## config.mk

```make
export PLATFORM = sky130hd
export DESIGN_NAME = aes_job_arbiter
export DESIGN_NICKNAME = d
export VERILOG_FILES = /design/src/rtl/aes_job_arbiter.sv
export SDC_FILE = /design/constraint.sdc
export NUM_CORES = 1
export LEC_CHECK = 0
export CAP_MARGIN = 20
export CORE_AREA = 2 2 408 410
export CTS_CLUSTER_SIZE = 16
export DETAILED_ROUTE_END_ITERATION = 7
export DIE_AREA = 0 0 410 412
export PLACE_DENSITY = 0.3
export SETUP_SLACK_MARGIN = 0.05
export SYNTH_ARGS = -nofsm -noshare
export SYNTH_HDL_FRONTEND = slang
export SYNTH_SLANG_ARGS = --single-unit
```

## constraint.sdc

```tcl
create_clock -name clk -period 4.76 [get_ports clk]
set_clock_uncertainty 0.05 [all_clocks]
set_input_delay 0.714 -clock clk [delete_from_list [all_inputs] [get_ports clk]]
set_output_delay 0.714 -clock clk [all_outputs]
set_load 0.01 [all_outputs]
```

## src/rtl/aes_job_arbiter.sv

```systemverilog
// Round-robin arbiter sharing one AES core between two job channels, with a stall watchdog.
// Optional key cache (skip key expansion on an unchanged key) enabled by AES_KEY_CACHE_EN.
module aes_job_arbiter #(
  parameter int unsigned TIMEOUT = 255
) (
  input  logic         clk,
  input  logic         n_rst,
  input  logic [1:0]   req_valid,
  input  logic [1:0]   req_ed,
  input  logic [127:0] req_data0,
  input  logic [127:0] req_data1,
  input  logic [127:0] req_key0,
  input  logic [127:0] req_key1,
  output logic [1:0]   req_ready,
  output logic [127:0] core_data,
  output logic [127:0] core_key,
  output logic         core_key_op,
  output logic         core_start_op,
  output logic         core_r_ready,
  output logic         core_ed_sel,
  input  logic         key_expanded,
  input  logic         aes_done,
  input  logic [127:0] core_data_out,
  output logic         resp_valid,
  output logic         resp_id,
  output logic         resp_err,
  output logic [127:0] resp_data,
  input  logic         resp_ready
);

  typedef enum logic [2:0] {StIdle, StKeyExp, StStart, StBusy, StResp} state_e;

  state_e       r_state, w_state_next;
  logic         r_rr;
  logic         r_id;
  logic         r_ed;
  logic [127:0] r_data;
  logic [127:0] r_key;
  logic [127:0] r_resp_data;
  logic         r_resp_err;
  logic [15:0]  r_wdog, w_wdog_next;

  logic [1:0]   w_grant;
  logic         w_accept;
  logic         w_sel;
  logic [127:0] w_sel_key;
  logic [127:0] w_sel_data;
  logic         w_need_kexp;
  logic         w_timing;
  logic         w_expired;
  logic         w_kexp_ok;
  logic         w_done_ok;
  logic         w_abort;

  always_comb begin
    case (req_valid)
      2'b01:   w_grant = 2'b01;
      2'b10:   w_grant = 2'b10;
      2'b11:   w_grant = r_rr ? 2'b10 : 2'b01;
      default: w_grant = 2'b00;
    endcase
  end

  assign req_ready  = (r_state == StIdle) ? (req_valid & w_grant) : 2'b00;
  assign w_accept   = |req_ready;
  assign w_sel      = req_ready[1];
  assign w_sel_key  = w_sel ? req_key1 : req_key0;
  assign w_sel_data = w_sel ? req_data1 : req_data0;

  assign w_timing  = (r_state == StKeyExp) || (r_state == StBusy);
  assign w_expired = (r_wdog == 16'(TIMEOUT - 1));
  assign w_kexp_ok = (r_state == StKeyExp) && key_expanded;
  assign w_done_ok = (r_state == StBusy) && aes_done;
  // A core completion in the expiry cycle beats the watchdog.
  assign w_abort   = w_timing && w_expired && !w_kexp_ok && !w_done_ok;

`ifdef AES_KEY_CACHE_EN
  logic         r_cache_vld;
  logic [127:0] r_cache_key;

  always_ff @(posedge clk or negedge n_rst) begin
    if (!n_rst) begin
      r_cache_vld <= 1'b0;
      r_cache_key <= '0;
    end else if (w_abort) begin
      r_cache_vld <= 1'b0;
    end else if (w_kexp_ok) begin
      r_cache_vld <= 1'b1;
      r_cache_key <= r_key;
    end
  end

  assign w_need_kexp = !r_cache_vld || (w_sel_key != r_cache_key);
`else
  assign w_need_kexp = 1'b1;
`endif

  always_comb begin
    w_state_next = r_state;
    unique case (r_state)
      StIdle:   if (w_accept) w_state_next = w_need_kexp ? StKeyExp : StStart;
      StKeyExp: begin
        if (w_kexp_ok)    w_state_next = StStart;
        else if (w_abort) w_state_next = StResp;
      end
      StStart:  w_state_next = StBusy;
      StBusy:   if (w_done_ok || w_abort) w_state_next = StResp;
      StResp:   if (resp_ready) w_state_next = StIdle;
      default:  w_state_next = StIdle;
    endcase
  end

  always_comb begin
    w_wdog_next = r_wdog;
    if ((w_state_next != r_state) &&
        ((w_state_next == StKeyExp) || (w_state_next == StBusy))) begin
      w_wdog_next = '0;
    end else if (w_timing) begin
      w_wdog_next = r_wdog + 16'd1;
    end
  end

  always_ff @(posedge clk or negedge n_rst) begin
    if (!n_rst) begin
      r_state     <= StIdle;
      r_wdog      <= '0;
      r_rr        <= 1'b0;
      r_id        <= 1'b0;
      r_ed        <= 1'b0;
      r_data      <= '0;
      r_key       <= '0;
      r_resp_data <= '0;
      r_resp_err  <= 1'b0;
    end else begin
      r_state <= w_state_next;
      r_wdog  <= w_wdog_next;
      if (w_accept) begin
        r_id   <= w_sel;
        r_ed   <= req_ed[w_sel];
        r_data <= w_sel_data;
        r_key  <= w_sel_key;
      end
      if (w_done_ok) begin
        r_resp_data <= core_data_out;
        r_resp_err  <= 1'b0;
      end else if (w_abort) begin
        r_resp_data <= '0;
        r_resp_err  <= 1'b1;
      end
      if ((r_state == StResp) && resp_ready) r_rr <= ~r_id;
    end
  end

  // Watchdog is cleared on KEY_EXP entry, so a zero count marks its first cycle.
  assign core_key_op   = (r_state == StKeyExp) && (r_wdog == '0);
  assign core_start_op = (r_state == StStart);
  assign core_r_ready  = (r_state == StStart);
  assign core_data     = r_data;
  assign core_key      = r_key;
  assign core_ed_sel   = r_ed;
  assign resp_valid    = (r_state == StResp);
  assign resp_id       = r_id;
  assign resp_err      = r_resp_err;
  assign resp_data     = r_resp_data;

endmodule

```

==> results.toml, run 1 <==
[run_status]
status = "finished, final reports clean"

[setup_path]
cp_max_fo = 25
path_class = "flop to primary output"
startpoint_type = "flop"
worstPathRequired_ns = 4.00
arrival_ns = 2.84
path_cells = "nor3_1 -> and3_4 -> clkdlybuf4s50_1"
cpPeakStageDelay_ns = 0.64
endpoint_kind = "primary output"
cp_slowest_cell = "clkdlybuf4s50_1"

[floorplanning]
fp.dieH_um = 412
fp.dieW_um = 410
rows = 149
core_area_sq_um = 164000
ios = 1042
die_area_sq_um = 169000
initial_core_util = 0.105

[grt]
grt.total_usage = 0.130
antenna_found_initial = 48
globalRouteOverflowTotal = 0
grt_pass1_vias = 17809
grt_max_degree = 113
grt_pass1_wl_um = 154000

[place]
numPlacedInstances = 4683
postPlaceCellArea_sq_um = 30300
globalplace.congestion = 0.780
port-buffer-count = 1041
dp_slack_ns = 1.46
hpwl_um = 87500

[cts]
postCtsSetupBuffers = 0
cts_root_buf = "clkbuf_16"
cts_buffer_depth = 3
clk_pin_slew_worst_paths_ns = 0.06
cts_resized = 0
cts_num_sinks = 407
htreeDepth = 2
numCtsBuffers = 59
cts_tree = "done"
clk_latency_ns = 0.65

[sta]
rsz0062_at_grt = "false"
fmax_ghz = 0.277
finalSetupViolCount = 0
fin_crit_ns = 3.61
fin_crit_sh = 0.758
fin_ws_ns = 1.15
hold_violations = 0
maxSlewHeadroom = 0.338
finalSetupTns_ns = 0
worstMarginPinSlew_ns = 0.993
drv_slew = 0

[layout]
fillers = 18017
drive_gt1_frac = 0.0550
multi_input_area_sq_um = 6440
finalNonFillerCells = 4799
fin_nets = 3208
final_cell_area_sq_um = 32300
area_growth_pct = 87.2
regArea_sq_um = 10200

[route]
drtAntennaViolNets = 0
drtPass1Iterations = 5
first_iter_violations = 950
routed_wl_um = 115000
drcViolationCount = 0
drt-met1-wl_um = 44700
wl_per_cell_um = 24.0
vias = 16884
met2WireLength_um = 57500
top_layer = "met5"
via_per_inst = 3.52
wl_met3_um = 9580

[synth]
synth_edf_count = 0
syn_avg_cell_area_sq_um = 11.2
yosysSeqAreaShare = 0.591
syn_area_sq_um = 17200
yosysWarnings = 0
yosysUniqueCellTypes = 39
syn_inst = 1544
syn_nets = 2196
postSynthRegisterBits = 407
synth_flop_cell = "dfrtp_1"
async_flop_share = 1.00

[power]
max-vdd-ir-drop_mv = 0.303
leakage_nw = 12.8
p_per_area_nw_per_um2 = 613
p_total_mw = 19.8

[run]
maxCapViolations = 0

[hold_path]
hp-class = "flop to flop"
[registers in the layout (all words and copies together), names as in the netlist]
name         flops
core_data      128
core_ed_sel      1
r_wdog          16
resp_data      128
core_key       128
resp_id          1
r_rr             1
r_state          3
resp_err         1
[layout by cell type (no fill, tap or decap), types with 3 or more instances in the layout]
cell type	instances
clkinv_2	11
xnor2_1	3
nand2_1	263
nand3_1	4
or3_1	4
ha_1	3
nor3_1	5
nand4_1	9
inv_1	7
buf_12	15
a221o_1	257
a21oi_1	7
dfrtp_1	407
xor2_1	7
diode_2	11
o21ai_0	133
clkbuf_8	13
buf_4	28
nor2_1	16
clkbuf_16	60
clkinvlp_4	3
clkdlybuf4s50_1	1040
clkbuf_1	13
nor2b_1	258
[logic make-up after synthesis]
| logic type | after synthesis | share of synthesized area |
|---|---|---|
| xor+xnor | 10 | 0.00508 |
| buf+inv | 141 | 0.0377 |
| mux | 1 | 0.000581 |
| simple gates | 575 | 0.170 |
| flops | 407 | 0.591 |
| fa+ha+maj | 3 | 0.00218 |
| compound gates | 407 | 0.194 |
[cell type report]
cell class,count,share of cell area
inverter,7,0.000814
sequential,407,0.316
timing repair buffer,1085,0.339
tap,2189,0.0849
antenna,11,0.000853
clock buffer,86,0.0536
clock inverter,18,0.00581
multi-input combinational,996,0.199
[path summary, 6_finish.rpt]
kind / cells after the start / slack (ns) / end / from
worst max register to register: 6 / 1.92 / core_key[14]$_DFFE_PN0P_ / r_state[1]$_DFF_PN0_
worst min-delay path: 1 / 0.45 / resp_err$_DFFE_PN0P_ / resp_err$_DFFE_PN0P_
max in group asynchronous: 3 / 3.09 / resp_data[6]$_DFFE_PN0P_ / n_rst
worst max-delay path: 3 / 1.15 / req_ready[0] / r_state[1]$_DFF_PN0_
min in group asynchronous: 2 / 0.60 / core_data[109]$_DFFE_PN0P_ / n_rst
worst min register to register: 1 / 0.45 / resp_err$_DFFE_PN0P_ / resp_err$_DFFE_PN0P_
[metal layers]
metal	up-vias	GRT usage
met4	20	0.0408
met1	8370	0.148
li1	7605	-
met5	-	0
met3	173	0.0457
met2	716	0.225
[through the flow]
| stage | utilization | hold slack, ns |
|---|---|---|
| after floorplan | - | 0.368 |
| after global placement | 0.185 | 0.422 |
| after detailed placement | 0.185 | 0.434 |
| after CTS | 0.196 | 0.461 |
| after global routing | 0.196 | 0.490 |
| final | 0.197 | 0.450 |
[worst max-delay path: cells and delay by family (launching register included)]
kind                   cells  cell delay (ns)
buffers and inverters      1             0.64
DFF                        1             0.49
and+or+nand+nor            2             1.05
[where the power goes]
| group | total, mW | switching, mW | internal (mW) |
|---|---|---|---|
| clock | 4.54 | 1.93 | 2.61 |
| combinational | 9.29 | 4.38 | 4.91 |
| sequential | 5.95 | 0.908 | 5.04 |
| total | 19.8 | 7.22 | 12.6 |
[synth_stat cells, types with 2 or more instances]
cell type	number	area (sq um)
xor2_1	7	61.3
nand3_1	5	25.0
nand4_1	9	56.3
nor3_1	5	25.0
a221o_1	257	2570
o21a_1	2	15.0
o21ai_0	133	666
and3_1	3	18.8
buf_2	74	370
clkbuf_1	44	165
buf_1	4	15.0
a31oi_1	2	12.5
clkbuf_2	7	35.0
inv_1	7	26.3
nor2_1	16	60.1
nand2_1	263	987
a21oi_1	7	35.0
nor2b_1	258	1610
buf_4	5	37.5
or3_1	4	25.0
xnor2_1	3	26.3
dfrtp_1	407	10200
o21ai_1	2	10.0
and4_1	2	17.5
ha_1	3	37.5
nor4_1	2	12.5
[repair_timing]
item                                    4_1_cts  5_1_grt
endpoints found under the setup margin        0        0
hold buffers                                  1        0
hold endpoints to repair                      6        0
Power figures use the tool's default switching activity.
==> run 2, diff against run 1 <==
--- a/config.mk
+++ b/config.mk
@@ -6,10 +6,10 @@
 export NUM_CORES = 1
 export LEC_CHECK = 0
 export CAP_MARGIN = 20
-export CORE_AREA = 2 2 408 410
+export CORE_AREA = 2 2 410 412
 export CTS_CLUSTER_SIZE = 16
 export DETAILED_ROUTE_END_ITERATION = 7
-export DIE_AREA = 0 0 410 412
+export DIE_AREA = 0 0 412 414
 export PLACE_DENSITY = 0.3
 export SETUP_SLACK_MARGIN = 0.05
 export SYNTH_ARGS = -nofsm -noshare
==> constraint.sdc (replaced) <==
create_clock -name clk -period 3.09 [get_ports clk]
set_clock_uncertainty 0.05 [all_clocks]
set_input_delay 0.4635 -clock clk [delete_from_list [all_inputs] [get_ports clk]]
set_output_delay 0.4635 -clock clk [all_outputs]
set_load 0.01 [all_outputs]
==> run 2 against run 1 <==
Effect of this change: utilization about the same; non-clock buffer count up 21; hold slack worse by 0.15 ns; sequential share of layout area down 0.34 points; worst setup slack worse by 0.92 ns; first-iteration DRC count down 6.5%; combinational power up 55%; largest power group unchanged.
==> results.toml, run 2 (synthesis results as in run 1) <==
[setup_path]
cp_slowest_cell = "clkdlybuf4s50_1"
arrival_ns = 2.35
path_class = "flop to primary output"
cp.buffers_inverters = 1
cpPeakStageDelay_ns = 0.58
startpoint_type = "flop"
r2r_start = "r_state[0]$_DFF_PN0_"
cp_max_fo = 9
timing.rr.end = "resp_data[65]$_DFFE_PN0P_"
worstPathRequired_ns = 2.58
r2r_slack_ns = 0.72
critPathTopFamily = "simple AND/OR/NAND/NOR gates"
crit_cells = 3
endpoint_kind = "primary output"
worstRegToRegCells = 7
path_cells = "nor3_2 -> and3_4 -> clkdlybuf4s50_1"

[cts]
cts_root_buf = "clkbuf_16"
cts_num_sinks = 407
htreeDepth = 2
postCtsSetupBuffers = 0
numCtsBuffers = 59
clk_pin_slew_worst_paths_ns = 0.06
cts_buffer_depth = 3
clk_latency_ns = 0.66
cts_tree = "done"

[layout]
multi_input_area_sq_um = 6450
finalNonFillerCells = 4838
area_growth_pct = 89.3
fin_nets = 3229
drive_gt1_frac = 0.0681
final_common_cell = "clkdlybuf4s50_1"
fin_util = 0.196
fillers = 18350
mostFrequentLayoutCells = "1,038 x clkdlybuf4s50_1, 406 x dfrtp_1, 263 x nand2_1"
regArea_sq_um = 10200

[place]
hpwl_um = 86400
globalplace.congestion = 0.782
port-buffer-count = 1041
dp_slack_ns = 0.552
numPlacedInstances = 4719

[sta]
fin_crit_sh = 0.925
fmax_ghz = 0.350
drv_slew = 0
finalSetupViolCount = 0
fin_crit_ns = 2.86
finalSetupTns_ns = 0
rsz0062_at_grt = "false"
fin_ws_ns = 0.231
worstMarginPinSlew_ns = 0.761
fin_hold_ws_ns = 0.297
maxSlewHeadroom = 0.493
hold_violations = 0

[power]
p_sw_frac = 0.358
p_per_area_nw_per_um2 = 941
leakage_nw = 13.0
p_clk_frac = 0.233
p_comb_frac = 0.470
switchingPower_mw = 11.0
max-vdd-ir-drop_mv = 0.383
seqPwrFrac = 0.298
internal_power_mw = 19.7

[hold_path]
hp-class = "primary input to async pin"

[route]
first_iter_violations = 888
drtPass1Iterations = 4
routed_wl_um = 113000
vias = 16906
drtAntennaViolNets = 0
wl_per_cell_um = 23.3
via_per_inst = 3.49
top_layer = "met5"
wl_met3_um = 9470
met2WireLength_um = 58000
drt-met1-wl_um = 43200
drcViolationCount = 0

[grt]
antenna_found_initial = 42
globalRouteOverflowTotal = 0
grt.total_usage = 0.127
grt_max_degree = 76
grt_pass1_wl_um = 154000
grt_pass1_vias = 18036

[floorplanning]
fp.dieH_um = 414
ios = 1042
initial_core_util = 0.104
die_area_sq_um = 171000
rows = 150
fp.dieW_um = 412
core_area_sq_um = 166000

[run]
maxCapViolations = 0

[run_status]
status = "finished, final reports clean"
[run 2: what timing repair did]
action | in CTS | in global routing
setup endpoints to repair | 5 | 4
cloned | 0 | 0
hold buffers | 1 | 0
hold endpoints to repair | 40 | 0
gates resized for setup | 4 | 3
[run 2: cell type report]
cell class	count	share of cell area
multi-input cells	996	0.198
diodes	6	0.000460
clock buffers	88	0.0541
inverters	7	0.000805
flip-flops and latches	407	0.312
clock inverters	24	0.00729
repair buffers	1106	0.343
well taps	2204	0.0845
[run 2: power by group through the flow]
stage / clock network [mW] / logic [mW] / registers, mW
final: 7.14 / 14.4 / 9.13
after global routing: 7.67 / 15.6 / 9.45
after CTS: 7.51 / 14.8 / 9.15
after global placement: 0 / 14.8 / 9.22
after detailed placement: 0 / 14.8 / 9.15
after floorplan: 0 / 4.99 / 10.0
[run 2: how the worst max path moves through the flow]
stage	endpoint	from	slack (ns)
2_1_floorplan	req_ready[0]	r_state[1]$_DFF_PN0_	1.22
6_report	req_ready[0]	r_state[1]$_DFF_PN0_	0.23
5_1_grt	req_ready[0]	r_state[1]$_DFF_PN0_	0.08
4_1_cts	core_r_ready	r_state[0]$_DFF_PN0_	0.07
3_5_place_dp	core_key[90]$_DFFE_PN0P_	req_valid[0]	0.55
3_3_place_gp	core_key_op	r_wdog[8]$_DFFE_PN0P_	0.46
[run 2: stage by stage]
step	area, sq um	power (mW)
3_3_place_gp	30600	24.1
3_5_place_dp	30600	23.9
5_1_grt	32600	32.7
2_1_floorplan	17200	15.0
6_report	32600	30.7
4_1_cts	32600	31.5
[run 2: per-layer routing]
| layer | GRT usage | vias to the layer above |
|---|---|---|
| met5 | 0 | - |
| met4 | 0.0255 | 10 |
| met3 | 0.0426 | 145 |
| met2 | 0.232 | 706 |
| met1 | 0.142 | 8383 |
| li1 | - | 7662 |
[run 2: worst reg2reg max path, cell delays in order, from the launching register on]
cell and delay (ns):
dfrtp_1 0.49, nor2b_1 0.21, buf_4 0.20, o21ai_1 0.16
nor4_4 0.30, buf_12 0.26, buf_12 0.34, o21ai_0 0.21
